**config.mk**
```make
export PLATFORM = sky130hd
export DESIGN_NAME = cp0_reg
export DESIGN_NICKNAME = d
export VERILOG_FILES = /design/src/rtl/cp0_reg.sv
export SDC_FILE = /design/constraint.sdc
export NUM_CORES = 1
export LEC_CHECK = 0
export ABC_CLOCK_PERIOD_IN_PS = 2000
export CAP_MARGIN = 20
export CORE_AREA = 3 3 144 146
export DETAILED_ROUTE_END_ITERATION = 8
export DIE_AREA = 0 0 147 149
export GPL_ROUTABILITY_DRIVEN = 0
export GPL_TIMING_DRIVEN = 0
export PLACE_DENSITY_LB_ADDON = 0.05
export SYNTH_ARGS = -nofsm -noshare
export SYNTH_HDL_FRONTEND = slang
export SYNTH_SLANG_ARGS = --single-unit
```
**constraint.sdc**
```tcl
create_clock -name clk -period 2 [get_ports clk]
set_clock_uncertainty 0.15 [all_clocks]
set_input_delay 0.4 -clock clk [delete_from_list [all_inputs] [get_ports clk]]
set_output_delay 0.4 -clock clk [all_outputs]
set_load 0.02 [all_outputs]
```
**src/rtl/cp0_reg.sv**
```systemverilog
// Coprocessor-0 register file: Count/Compare timer, Status, Cause, EPC, PRId, Config.
// The Count/Compare timer is built only when CP0_TIMER_EN is defined; otherwise Count/Compare read 0.
module cp0_reg #(
    parameter logic [31:0] PRID_VALUE = 32'h004c0102
) (
    input  logic        clk,
    input  logic        rst,
    input  logic        we_i,
    input  logic [4:0]  waddr_i,
    input  logic [31:0] wdata_i,
    input  logic [4:0]  raddr_i,
    input  logic [5:0]  int_i,
    input  logic [31:0] excepttype_i,
    input  logic [31:0] current_inst_addr_i,
    input  logic        is_in_delayslot_i,
    output logic [31:0] data_o,
    output logic [31:0] count_o,
    output logic [31:0] compare_o,
    output logic [31:0] status_o,
    output logic [31:0] cause_o,
    output logic [31:0] epc_o,
    output logic [31:0] config_o,
    output logic [31:0] prid_o,
    output logic        timer_int_o
);

    localparam logic [4:0]  ADDR_COUNT   = 5'd9;
    localparam logic [4:0]  ADDR_COMPARE = 5'd11;
    localparam logic [4:0]  ADDR_STATUS  = 5'd12;
    localparam logic [4:0]  ADDR_CAUSE   = 5'd13;
    localparam logic [4:0]  ADDR_EPC     = 5'd14;
    localparam logic [4:0]  ADDR_PRID    = 5'd15;
    localparam logic [4:0]  ADDR_CONFIG  = 5'd16;

    localparam logic [31:0] STATUS_RST   = 32'h10000000;
    localparam logic [31:0] CONFIG_VALUE = 32'h00008000;
    // Software may only touch IV, WP and IP[1:0] in Cause.
    localparam logic [31:0] CAUSE_WMASK  = 32'h00C00300;

    localparam logic [31:0] EXC_INT      = 32'h00000001;
    localparam logic [31:0] EXC_SYSCALL  = 32'h00000008;
    localparam logic [31:0] EXC_INV      = 32'h0000000a;
    localparam logic [31:0] EXC_TRAP     = 32'h0000000d;
    localparam logic [31:0] EXC_OV       = 32'h0000000c;
    localparam logic [31:0] EXC_ERET     = 32'h0000000e;

    logic [31:0] count_reg, count_next;
    logic [31:0] compare_reg, compare_next;
    logic [31:0] status_reg, status_next;
    logic [31:0] cause_reg, cause_next;
    logic [31:0] epc_reg, epc_next;
    logic        timer_reg, timer_next;

    logic        exc_take;
    logic [4:0]  exc_code;
    logic        eret;
    logic        wr_status, wr_cause, wr_epc;

    assign wr_status = we_i && (waddr_i == ADDR_STATUS);
    assign wr_cause  = we_i && (waddr_i == ADDR_CAUSE);
    assign wr_epc    = we_i && (waddr_i == ADDR_EPC);
    assign eret      = (excepttype_i == EXC_ERET);

    always_comb begin
        exc_take = 1'b1;
        exc_code = 5'h00;
        case (excepttype_i)
            EXC_INT:     exc_code = 5'h00;
            EXC_SYSCALL: exc_code = 5'h08;
            EXC_INV:     exc_code = 5'h0a;
            EXC_TRAP:    exc_code = 5'h0d;
            EXC_OV:      exc_code = 5'h0c;
            default:     exc_take = 1'b0;
        endcase
    end

`ifdef CP0_TIMER_EN
    logic wr_count, wr_compare;
    assign wr_count   = we_i && (waddr_i == ADDR_COUNT);
    assign wr_compare = we_i && (waddr_i == ADDR_COMPARE);

    // Match is taken on the registered values, so the interrupt lags the match by one cycle.
    always_comb begin
        count_next   = wr_count ? wdata_i : count_reg + 32'd1;
        compare_next = wr_compare ? wdata_i : compare_reg;
        timer_next   = timer_reg;
        if (wr_compare) begin
            timer_next = 1'b0;
        end else if ((compare_reg != 32'd0) && (count_reg == compare_reg)) begin
            timer_next = 1'b1;
        end
    end
`else
    always_comb begin
        count_next   = 32'd0;
        compare_next = 32'd0;
        timer_next   = 1'b0;
    end
`endif

    // Software write first, then exception effects override the fields they own.
    always_comb begin
        status_next = status_reg;
        cause_next  = cause_reg;
        epc_next    = epc_reg;
        if (wr_status) begin
            status_next = wdata_i;
        end
        if (wr_cause) begin
            cause_next = (cause_reg & ~CAUSE_WMASK) | (wdata_i & CAUSE_WMASK);
        end
        if (wr_epc) begin
            epc_next = wdata_i;
        end
        cause_next[15:10] = int_i;
        if (exc_take) begin
            if (!status_reg[1]) begin
                epc_next      = is_in_delayslot_i ? (current_inst_addr_i - 32'd4)
                                                  : current_inst_addr_i;
                cause_next[31] = is_in_delayslot_i;
            end
            status_next[1]   = 1'b1;
            cause_next[6:2]  = exc_code;
        end else if (eret) begin
            status_next[1] = 1'b0;
        end
    end

    always_ff @(posedge clk) begin
        if (!rst) begin
            count_reg   <= 32'd0;
            compare_reg <= 32'd0;
            status_reg  <= STATUS_RST;
            cause_reg   <= 32'd0;
            epc_reg     <= 32'd0;
            timer_reg   <= 1'b0;
        end else begin
            count_reg   <= count_next;
            compare_reg <= compare_next;
            status_reg  <= status_next;
            cause_reg   <= cause_next;
            epc_reg     <= epc_next;
            timer_reg   <= timer_next;
        end
    end

    always_comb begin
        data_o = 32'd0;
        if (rst) begin
            case (raddr_i)
                ADDR_COUNT:   data_o = count_reg;
                ADDR_COMPARE: data_o = compare_reg;
                ADDR_STATUS:  data_o = status_reg;
                ADDR_CAUSE:   data_o = cause_reg;
                ADDR_EPC:     data_o = epc_reg;
                ADDR_PRID:    data_o = PRID_VALUE;
                ADDR_CONFIG:  data_o = CONFIG_VALUE;
                default:      data_o = 32'd0;
            endcase
        end
    end

    assign count_o     = count_reg;
    assign compare_o   = compare_reg;
    assign status_o    = status_reg;
    assign cause_o     = cause_reg;
    assign epc_o       = epc_reg;
    assign config_o    = CONFIG_VALUE;
    assign prid_o      = PRID_VALUE;
    assign timer_int_o = timer_reg;

endmodule
```
==> impl_results.rst <==
.. list-table::
   :header-rows: 1

   * - Metric
     - Value
   * - Result of the run
     - complete, but fails checks
   * - Violations in the final reports
     - setup timing
   * - Core area
     - 19500 sq um
   * - Layout overhead on the synthesized area
     - 80.6%
   * - Buffers on Ports
     - 224
   * - Die Y
     - 149 um
   * - Distinct cells, synth
     - 55
   * - Depth of the worst register-to-register path
     - 6
   * - Layout cells sized above 1
     - 0.335
   * - Average detailed-routed wire length per instance
     - 17.3 um
   * - Static leakage
     - 4.84 nW
   * - Worst rel slew slack
     - 0.555
   * - Most common library cell in the layout ignoring fill and taps
     - sky130_fd_sc_hd__buf_4
   * - Fraction of registers with async set or reset after synthesis
     - 0
   * - DIE AREA
     - 21900 sq um
   * - Post-layout minimum cycle time
     - 2.15 ns
   * - Final setup margin
     - -0.147 ns
   * - Share of the yosys chip area belonging to registers
     - 0.277
   * - Count of endpoints failing hold in the final timing report
     - 0
   * - Via density per instance
     - 4.22
   * - Most frequently used flop master after synthesis
     - sky130_fd_sc_hd__dfxtp_1
   * - Fraction of power consumed by combinational cells
     - 0.251
   * - Commonest non-fill, non-tap cells in the layout
     - sky130_fd_sc_hd__buf_4, sky130_fd_sc_hd__conb_1, sky130_fd_sc_hd__clkdlybuf4s50_1
   * - Warning count from the yosys run
     - 0
   * - Proportion of total power due to net switching
     - 0.299
   * - Worst Hold Slack
     - 0.227 ns
   * - CTS buffer count
     - 9
   * - Critical path capture point type
     - primary output
   * - Number of global-route vias before repair
     - 5617
   * - Total power density per cell area
     - 432 nW/um^2
   * - DRC viols
     - 0
   * - Clock transition at path regs
     - 0.06 ns
   * - Critical R2R Capture
     - epc_o[12]
   * - Ratio of final minimum period to clock period
     - 1.07
   * - Cells taking the most area after synthesis
     - sky130_fd_sc_hd__dfxtp_1, sky130_fd_sc_hd__buf_4, sky130_fd_sc_hd__mux2i_1
   * - Hold wc startpoint
     - is_in_delayslot_i
   * - Initial core utilization
     - 0.292
   * - Worst hold-check path type
     - input port to flop
   * - Setup CP Type
     - input port to primary output
   * - Global router's overall resource usage
     - 0.207
   * - Slew at the pin closest to its max-slew limit
     - 0.667 ns
   * - Average instance area after synthesis
     - 8.14 sq um
   * - FP Rows
     - 51
   * - Final setup fails
     - 15
   * - Post-route insts no fill
     - 1397
   * - Mapped cell area
     - 5700 sq um
   * - Proportion of power drawn by flip-flops and latches
     - 0.360
   * - RSZ-0062 raised after global routing
     - yes
   * - Post-route ant nets
     - 0
   * - Clock H-tree levels
     - 3
   * - Internal power of the cells
     - 3.12 mW
   * - Clock share of power
     - 0.389
   * - Maximum vdd drop
     - 0.361 mV
   * - Fillcell total
     - 1899
   * - Worst setup SP type
     - input port
   * - Total Wirelength
     - 24.1 mm
   * - X dimension of the die
     - 147 um
   * - Max clock buf depth
     - 2
   * - Initial antenna violation count
     - 4
   * - Most area-hungry cell type in the Yosys netlist
     - sky130_fd_sc_hd__dfxtp_1
   * - Area share of the largest cell type after synthesis
     - 0.277
   * - # placed instances
     - 1333
   * - Count of flip-flops with a built-in enable after synthesis
     - 0
   * - TritonCTS clock tree
     - yes
   * - Wire length of the first global-routing pass
     - 34.7 mm
   * - Number of instances in the synthesized netlist
     - 700
   * - R2R Path Start
     - status_o[1]
   * - Root Driver
     - sky130_fd_sc_hd__clkbuf_16
   * - Worst Path Arrival
     - 1.60 ns
   * - Post-CTS Hold Buffers
     - 0
   * - Initial drt markers
     - 175
   * - Worst hold stages
     - 3
   * - Clock Sinks
     - 79
   * - Max-slew violation count
     - 0
   * - Data required time of the worst path
     - 1.45 ns
   * - Pin count of the biggest net entering global routing
     - 15
   * - Reported max-cap violation count
     - 0
   * - Number of nets in the finished design
     - 1242
   * - Switching Power
     - 1.33 mW
   * - Total via count in the routed design
     - 5896
   * - Setup slack on the worst flop-to-flop path
     - 0.48 ns
   * - DR pass1 iterations
     - 4
   * - Maximum fanout along the worst path
     - 6
   * - Remaining global-route overflow
     - 0
   * - Flops & latches, synth
     - 79
   * - DP Wirelength
     - 19.1 mm
   * - End point of the worst hold path
     - cause_o[31]
   * - Num ports
     - 373
   * - FMAX
     - 0.466 GHz
   * - Insertion delay to the later sink of the worst-skew pair
     - 0.33 ns
## metrics by stage
stage / worst slack, ns / utilization / total power [mW] / TNS (ns) / area [sq um]
after detailed placement: -1.52 / 0.461 / 2.67 / -95.74 / 9000
after CTS: -0.175 / 0.516 / 4.42 / -2.05 / 10100
after floorplan: -0.110 / - / 2.29 / -0.668 / 6420
final: -0.147 / 0.527 / 4.45 / -1.95 / 10300
after global routing: -0.196 / 0.527 / 4.60 / -2.57 / 10300
after global placement: -1.50 / 0.461 / 2.67 / -95.99 / 9000
## how the worst max path moves through the flow
stage | slack, ns | to | startpoint | cells past startpoint
finish | -0.15 | data_o[7] | raddr_i[4] | 7
global route | -0.20 | data_o[6] | raddr_i[4] | 7
CTS | -0.18 | data_o[28] | raddr_i[3] | 7
detailed placement | -1.52 | data_o[28] | raddr_i[1] | 7
global placement | -1.50 | data_o[28] | raddr_i[1] | 7
floorplan | -0.11 | epc_o[31] | current_inst_addr_i[20] | 6
## routing by layer
layer | vias up | wire length [um] | global-route usage
met3 | 14 | 1800 | 0.0514
met4 | 4 | 315 | 0.0489
li1 | 2962 | - | -
met5 | - | 23 | 0
met1 | 2690 | 9550 | 0.246
met2 | 226 | 12400 | 0.375
## logic make-up after synthesis
family          Yosys count  share of synthesized area
simple gates            240                      0.211
buf+inv                 188                      0.222
compound gates          109                      0.149
flops                    79                      0.277
mux                      53                     0.0935
xor+xnor                 28                     0.0430
other cells               2                    0.00132
fa+ha+maj                 1                    0.00220
## critical path, stage by stage
cell                      delay, ns
sky130_fd_sc_hd__buf_6         0.09
sky130_fd_sc_hd__and3b_2       0.29
sky130_fd_sc_hd__and3b_2       0.32
sky130_fd_sc_hd__buf_6         0.15
sky130_fd_sc_hd__a22oi_2       0.07
sky130_fd_sc_hd__nor2_1        0.12
sky130_fd_sc_hd__buf_4         0.16
## cell type report
class / instances / area [sq um] / share of cell area
timing repair buffer: 273 / 2650 / 0.257
sequential: 79 / 1580 / 0.154
inverter: 2 / 7.51 / 0.000729
multi-input combinational: 577 / 3920 / 0.381
tap: 265 / 332 / 0.0322
antenna: 2 / 5.00 / 0.000486
clock buffer: 10 / 239 / 0.0232
clock inverter: 6 / 68.8 / 0.00669
buffer: 183 / 1490 / 0.145
## registers in the layout, summed over array words and instances, names as in the netlist
register	flops
cause_o	15
epc_o	32
status_o	32
## timing repair
item / 4_1_cts / 5_1_grt
cloned: 9 / 1
buffers inserted: 29 / 10
pin swaps: 68 / 23
gates resized for setup: 385 / 66
endpoints found under the setup margin: 99 / 90
## synth_stat cells, types with 4 or more instances
library cell	n
sky130_fd_sc_hd__a21boi_0	35
sky130_fd_sc_hd__buf_1	6
sky130_fd_sc_hd__a22oi_1	14
sky130_fd_sc_hd__dfxtp_1	79
sky130_fd_sc_hd__nor3_1	9
sky130_fd_sc_hd__o211a_1	32
sky130_fd_sc_hd__xnor2_1	11
sky130_fd_sc_hd__xor2_1	17
sky130_fd_sc_hd__clkbuf_1	29
sky130_fd_sc_hd__buf_4	146
sky130_fd_sc_hd__nor4_1	12
sky130_fd_sc_hd__nor2_1	48
sky130_fd_sc_hd__nand2_1	112
sky130_fd_sc_hd__nand4b_1	4
sky130_fd_sc_hd__mux2i_1	51
sky130_fd_sc_hd__nor2b_1	9
sky130_fd_sc_hd__and2_1	6
sky130_fd_sc_hd__nor3b_1	4
sky130_fd_sc_hd__a21oi_1	16
sky130_fd_sc_hd__buf_2	4
## power groups by stage
stage	Sequential (mW)	Combinational [mW]	Clock, mW
after global placement	1.64	1.03	0
final	1.60	1.12	1.73
after floorplan	1.66	0.632	0
after CTS	1.60	1.07	1.75
after detailed placement	1.64	1.03	0
after global routing	1.60	1.19	1.80
Note: power is estimated with default switching activity, not from simulation.
